===== src/rtl/vga_timing_gen.sv =====
// vga_timing_gen: parametrised VGA/LCD sync generator with pixel request and test-pattern mux.
// Pixel request is combinational off the counters; sync/de/rgb are registered one cycle later.
module vga_timing_gen #(
  parameter int CNT_W = 12,
  parameter int DATA_W = 16,
  parameter int H_SYNC = 96,
  parameter int H_BACK = 40,
  parameter int H_LEFT = 8,
  parameter int H_VALID = 640,
  parameter int H_RIGHT = 8,
  parameter int H_FRONT = 8,
  parameter int V_SYNC = 2,
  parameter int V_BACK = 25,
  parameter int V_TOP = 8,
  parameter int V_VALID = 480,
  parameter int V_BOTTOM = 8,
  parameter int V_FRONT = 2,
  parameter logic H_POL = 1'b1,
  parameter logic V_POL = 1'b1,
  parameter int REQ_LEAD = 1,
  parameter logic [DATA_W-1:0] BORDER_RGB = '0
) (
  input  logic              vga_clk,
  input  logic              sys_rst,
  input  logic              en,
  input  logic [1:0]        mode,
  input  logic [DATA_W-1:0] pix_data,
  output logic              pix_data_req,
  output logic [CNT_W-1:0]  pix_x,
  output logic [CNT_W-1:0]  pix_y,
  output logic [DATA_W-1:0] rgb,
  output logic              de,
  output logic              hsync,
  output logic              vsync,
  output logic              frame_start
);
  localparam int H_TOTAL = H_SYNC + H_BACK + H_LEFT + H_VALID + H_RIGHT + H_FRONT;
  localparam int V_TOTAL = V_SYNC + V_BACK + V_TOP + V_VALID + V_BOTTOM + V_FRONT;
  localparam int HA = H_SYNC + H_BACK + H_LEFT;
  localparam int VA = V_SYNC + V_BACK + V_TOP;
  localparam logic [CNT_W-1:0] C_HT1 = CNT_W'(H_TOTAL - 1);
  localparam logic [CNT_W-1:0] C_VT1 = CNT_W'(V_TOTAL - 1);
  localparam logic [CNT_W-1:0] C_HA = CNT_W'(HA);
  localparam logic [CNT_W-1:0] C_HAE = CNT_W'(HA + H_VALID - 1);
  localparam logic [CNT_W-1:0] C_VA = CNT_W'(VA);
  localparam logic [CNT_W-1:0] C_VAE = CNT_W'(VA + V_VALID - 1);
  localparam logic [CNT_W-1:0] C_HB = CNT_W'(H_SYNC + H_BACK);
  localparam logic [CNT_W-1:0] C_HBE = CNT_W'(HA + H_VALID + H_RIGHT - 1);
  localparam logic [CNT_W-1:0] C_VB = CNT_W'(V_SYNC + V_BACK);
  localparam logic [CNT_W-1:0] C_VBE = CNT_W'(VA + V_VALID + V_BOTTOM - 1);
  localparam logic [CNT_W-1:0] C_RS = CNT_W'(HA - REQ_LEAD);
  localparam logic [CNT_W-1:0] C_RE = CNT_W'(HA + H_VALID - 1 - REQ_LEAD);
  localparam logic [CNT_W-1:0] C_HS = CNT_W'(H_SYNC);
  localparam logic [CNT_W-1:0] C_VS = CNT_W'(V_SYNC);
  localparam logic [CNT_W-1:0] C_BW = CNT_W'(H_VALID / 8);
  localparam logic [DATA_W-1:0] BARS [8] = '{
    DATA_W'(16'hFFFF), DATA_W'(16'hFFE0), DATA_W'(16'h07FF), DATA_W'(16'h07E0),
    DATA_W'(16'hF81F), DATA_W'(16'hF800), DATA_W'(16'h001F), DATA_W'(16'h0000)
  };

  if (H_TOTAL >= 2**CNT_W || V_TOTAL >= 2**CNT_W || REQ_LEAD < 0 || REQ_LEAD > HA || H_VALID % 8 != 0) begin : g_bad_params
    $error("vga_timing_gen: illegal timing parameters");
  end

  logic [CNT_W-1:0]  r_cnt_h, r_cnt_v, w_col, w_row;
  logic [1:0]        r_mode_q;
  logic [DATA_W-1:0] r_rgb, w_pix, w_rgb;
  logic [2:0]        w_bar;
  logic              r_de, r_hsync, r_vsync, r_fs;
  logic              w_h_act, w_v_act, w_act, w_bdr, w_req, w_origin;

  assign w_h_act = r_cnt_h >= C_HA && r_cnt_h <= C_HAE;
  assign w_v_act = r_cnt_v >= C_VA && r_cnt_v <= C_VAE;
  assign w_act = w_h_act && w_v_act;
  assign w_bdr = r_cnt_h >= C_HB && r_cnt_h <= C_HBE && r_cnt_v >= C_VB && r_cnt_v <= C_VBE;
  assign w_origin = r_cnt_h == '0 && r_cnt_v == '0;
  assign w_col = r_cnt_h - C_HA;
  assign w_row = r_cnt_v - C_VA;
  assign w_bar = 3'(w_col / C_BW);
  // Pattern choice uses the frame-latched mode so a mid-frame switch never tears.
  assign w_pix = r_mode_q == 2'd0 ? pix_data :
                 r_mode_q == 2'd1 ? BARS[w_bar] :
                 r_mode_q == 2'd2 ? {DATA_W{~(w_col[5] ^ w_row[5])}} : BORDER_RGB;
  assign w_rgb = w_act ? w_pix : w_bdr ? BORDER_RGB : '0;
  assign w_req = r_cnt_h >= C_RS && r_cnt_h <= C_RE && w_v_act;
  assign pix_data_req = w_req;
  assign pix_x = w_req ? r_cnt_h - C_RS : '1;
  assign pix_y = w_req ? w_row : '1;

  always_ff @(posedge vga_clk) begin
    if (sys_rst) begin
      r_cnt_h <= '0;
      r_cnt_v <= '0;
      r_mode_q <= '0;
      r_rgb <= '0;
      r_de <= 1'b0;
      r_hsync <= ~H_POL;
      r_vsync <= ~V_POL;
      r_fs <= 1'b0;
    end else if (en) begin
      r_cnt_h <= r_cnt_h == C_HT1 ? '0 : r_cnt_h + 1'b1;
      if (r_cnt_h == C_HT1) r_cnt_v <= r_cnt_v == C_VT1 ? '0 : r_cnt_v + 1'b1;
      if (w_origin) r_mode_q <= mode;
      r_rgb <= w_rgb;
      r_de <= w_act;
      r_hsync <= r_cnt_h < C_HS ? H_POL : ~H_POL;
      r_vsync <= r_cnt_v < C_VS ? V_POL : ~V_POL;
      r_fs <= w_origin;
    end else begin
      r_rgb <= '0;
      r_de <= 1'b0;
      r_fs <= 1'b0;
    end
  end

  assign rgb = r_rgb;
  assign de = r_de;
  assign hsync = r_hsync;
  assign vsync = r_vsync;
  assign frame_start = r_fs;
endmodule


===== config.mk =====
export PLATFORM = sky130hd
export DESIGN_NAME = vga_timing_gen
export DESIGN_NICKNAME = d
export VERILOG_FILES = /design/src/rtl/vga_timing_gen.sv
export SDC_FILE = /design/constraint.sdc
export NUM_CORES = 1
export LEC_CHECK = 0
export ABC_AREA = 1
export BUFFER_PORTS_ARGS = -buffer_cell sky130_fd_sc_hd__buf_2
export CORE_MARGIN = 2
export CORE_UTILIZATION = 40
export CTS_CLUSTER_SIZE = 10
export DETAILED_ROUTE_END_ITERATION = 8
export GPL_TIMING_DRIVEN = 0
export SYNTH_ARGS = -nofsm -noshare
export SYNTH_HDL_FRONTEND = slang
export SYNTH_SLANG_ARGS = --single-unit

===== constraint.sdc =====
create_clock -name vga_clk -period 3.56 [get_ports vga_clk]
set_input_delay 0.712 -clock vga_clk [delete_from_list [all_inputs] [get_ports vga_clk]]
set_output_delay 0.712 -clock vga_clk [all_outputs]
set_load 0.01 [all_outputs]

==> results.sh <==
export IMPL_syn_inst=482
export IMPL_cts_setup_buffers=0
export IMPL_relSlewSlack=0.332
export IMPL_via_count=3177
export IMPL_rsz0062_at_grt="false"
export IMPL_num_io_pins=66
export IMPL_postSynthAreaPerCell_um2=6.41
export IMPL_fill_cells=810
export IMPL_r2r_worst_path_cells=30
export IMPL_root_buffer="clkbuf_8"
export IMPL_placementRows=32
export IMPL_hold_viol=0
export IMPL_rrSetupSlack_ps=530
export IMPL_wl_mm=7.80
export IMPL_wl_met3_um=420
export IMPL_power_density_nw_per_um2=277
export IMPL_multi_input_comb_area_um2=1830
export IMPL_routedWlPerCell_um=11.9
export IMPL_timing_final_ws_setup_ps=290
export IMPL_ys_seq_area_frac=0.298
export IMPL_hold_ws_ps=502
export IMPL_cts_buffer_depth=2
export IMPL_dpl_hpwl_mm=6.07
export IMPL_hold_path_class="flop to flop"
export IMPL_synth_cell_types=38
export IMPL_coreArea_um2=7610
export IMPL_grt_overflow_total=0
export IMPL_setup_viol=0
export IMPL_top_layer_used="met4"
export IMPL_cp_arrival_ps=2560
export IMPL_min_period_over_period=0.918
export IMPL_grt_pass1_wl_mm=13.0
export IMPL_antenna_cells=0
export IMPL_cts_tree="yes"
export IMPL_fin_setup_tns_ps=0
export IMPL_synth_cell_area_um2=3090
export IMPL_crit_path_max_fanout=10
export IMPL_fin_skew_ps=9.01
export IMPL_worst_pin_slew_ps=992
export IMPL_ys_seq_elements=46
export IMPL_syn2layout_area_growth_pct=18.4
export IMPL_drtIter0Drc=143
export IMPL_crit_path_start="r_cnt_h[4]$_SDFFE_PP0P_"
export IMPL_route_met2_wl_mm=3.52
export IMPL_peakVddDrop_uv=147
export IMPL_max_freq_ghz=0.306
export IMPL_area_sequential_um2=921
export IMPL_die_area_um2=8440
export IMPL_synthFlopType="dfxtp_1"
export IMPL_clock_latency_ps=300
export IMPL_cp_endpoint="pix_y[5]"
export IMPL_synth_edff_count=0
export IMPL_cts_buffers=5
export IMPL_min_period_ps=3270
export IMPL_status="finished, final reports clean"
export IMPL_ys_async_sr_fraction=0
export IMPL_m1WireLength_mm=3.77
export IMPL_gp_congestion=0.890
export IMPL_drt_pass1_iterations=4
export IMPL_die_h_um=91.9
export IMPL_end_kind="primary output"
export IMPL_grt_max_degree=14
export IMPL_drive_above_1_share=0.215
export IMPL_r2r_end="rgb[2]$_SDFF_PP0_"
export IMPL_utilization=0.481
export IMPL_htreeDepth=2
export IMPL_most_common_layout_cells="nand2_1 (136), inv_1 (69), buf_2 (64), dfxtp_1 (46), nor2_1 (40)"
export IMPL_nNetsFinal=583
export IMPL_syn_nets=512
export IMPL_pre_cts_slack_ps=104
export IMPL_via_per_inst=4.84
export IMPL_cts_hold_buf=0
export IMPL_r2r_start="r_cnt_h[4]$_SDFFE_PP0P_"
export IMPL_critPathRequiredTime_ps=2850
export IMPL_ant_nets=0
export IMPL_ys_warn_count=0
export IMPL_initial_core_util=0.406
export IMPL_cts_num_sinks=46
export IMPL_grt_pass1_vias=2925
export IMPL_cap_violations=0
export IMPL_critPathKind="flop to primary output"
export IMPL_startpoint_type="flop"
export IMPL_numPortBuffers=64
export IMPL_total_power_w=0.00101
export IMPL_slew_viol_final=0
export IMPL_layout_commonest_cell="nand2_1"
export IMPL_clk_pin_slew_worst_paths_ps=90
export IMPL_grtUsageTotal=0.187
export IMPL_die_w_um=91.9
export IMPL_total_leakage_power_nw=1.97
export IMPL_drc=0
export IMPL_antenna_found_initial=0
[report_power, final]
part	switching, W	leakage [nW]	internal [W]
registers	0.00000766	0.372	0.000522
logic	0.0000563	1.55	0.0000346
clock network	0.000181	0.0524	0.000210
total	0.000245	1.97	0.000767
[registers in the layout, summed over array words and instances (netlist names)]
register,cells
r_mode_q,2
de,1
hsync,1
r_cnt_h,12
r_cnt_v,12
vsync,1
rgb,16
frame_start,1
[how the worst min path moves through the flow]
| stage | start | endpoint | depth (start not counted) |
|---|---|---|---|
| floorplan | r_mode_q[1]$_SDFFE_PP0P_ | r_mode_q[1]$_SDFFE_PP0P_ | 2 |
| CTS | r_mode_q[1]$_SDFFE_PP0P_ | r_mode_q[1]$_SDFFE_PP0P_ | 2 |
| global placement | r_mode_q[1]$_SDFFE_PP0P_ | r_mode_q[1]$_SDFFE_PP0P_ | 2 |
| global route | r_cnt_h[11]$_SDFFE_PP0P_ | r_cnt_h[11]$_SDFFE_PP0P_ | 2 |
| finish | r_mode_q[1]$_SDFFE_PP0P_ | r_mode_q[1]$_SDFFE_PP0P_ | 2 |
| detailed placement | r_mode_q[1]$_SDFFE_PP0P_ | r_mode_q[1]$_SDFFE_PP0P_ | 2 |
[final cells by class]
| type | count | share of cell area |
|---|---|---|
| clock buffers | 7 | 0.0209 |
| well taps | 102 | 0.0349 |
| flip-flops and latches | 46 | 0.252 |
| multi-input cells | 347 | 0.500 |
| plain buffers | 8 | 0.0123 |
| clock inverters | 1 | 0.00821 |
| inverters | 81 | 0.0845 |
| repair buffers | 64 | 0.0876 |
[layer usage]
metal	global-route usage	vias to the layer above
met5	0	-
met4	0.0485	0
met3	0.0312	7
met2	0.319	92
met1	0.244	1400
li1	-	1678
[synthesized netlist by cell type (all sizes together) (2+ instances only)]
library cell    n  area, µm²
nand3          44        245
nor2           41        156
nand4           7       50.1
inv            81        309
nor3           10       50.1
o31ai           2       15.0
dfxtp          46        921
xor2           13        121
a21oi          15       78.8
nand2         157        672
nor4            5       31.3
a211oi          7       52.6
o211ai          3       22.5
clkbuf          7       26.3
o21ai          20        104
ha              9        113
nor3b           2       15.0
a31oi           4       25.0
[metrics by stage]
step	cells	cell area, µm²
6_report	656	3660
5_1_grt	656	3660
4_1_cts	656	3650
3_5_place_dp	648	3540
3_3_place_gp	648	3540
2_1_floorplan	482	3090
[worst max-delay path: stages, from the launching register on]
cell and delay, ps:
dfxtp_1 400, inv_2 150, ha_2 240, nand2_4 80
nor2_1 90, inv_1 80, a21oi_1 130, inv_1 90
a31oi_1 140, a31oi_1 50, nor2_1 170, nand2_1 100
inv_2 130, buf_4 200, nand2_1 70, buf_2 140
[cell families (layout without fill, tap and decap cells)]
logic type	after synthesis	in the layout	synth area share
and+or+nand+nor	268	268	0.402
buffers and inverters	89	161	0.111
AOI/OAI and AO/OA	56	56	0.110
DFF	46	46	0.298
xor gates and xnor gates	14	14	0.0421
adders and majority gates	9	9	0.0365
[timing repair]
action | 4_1_cts | 5_1_grt
setup endpoints to repair | 20 | 20
gates cloned | 0 | 0
gates resized for setup | 2 | 10
hold endpoints to repair | 0 | 0
No activity file was read; power rests on OpenSTA's default activity.
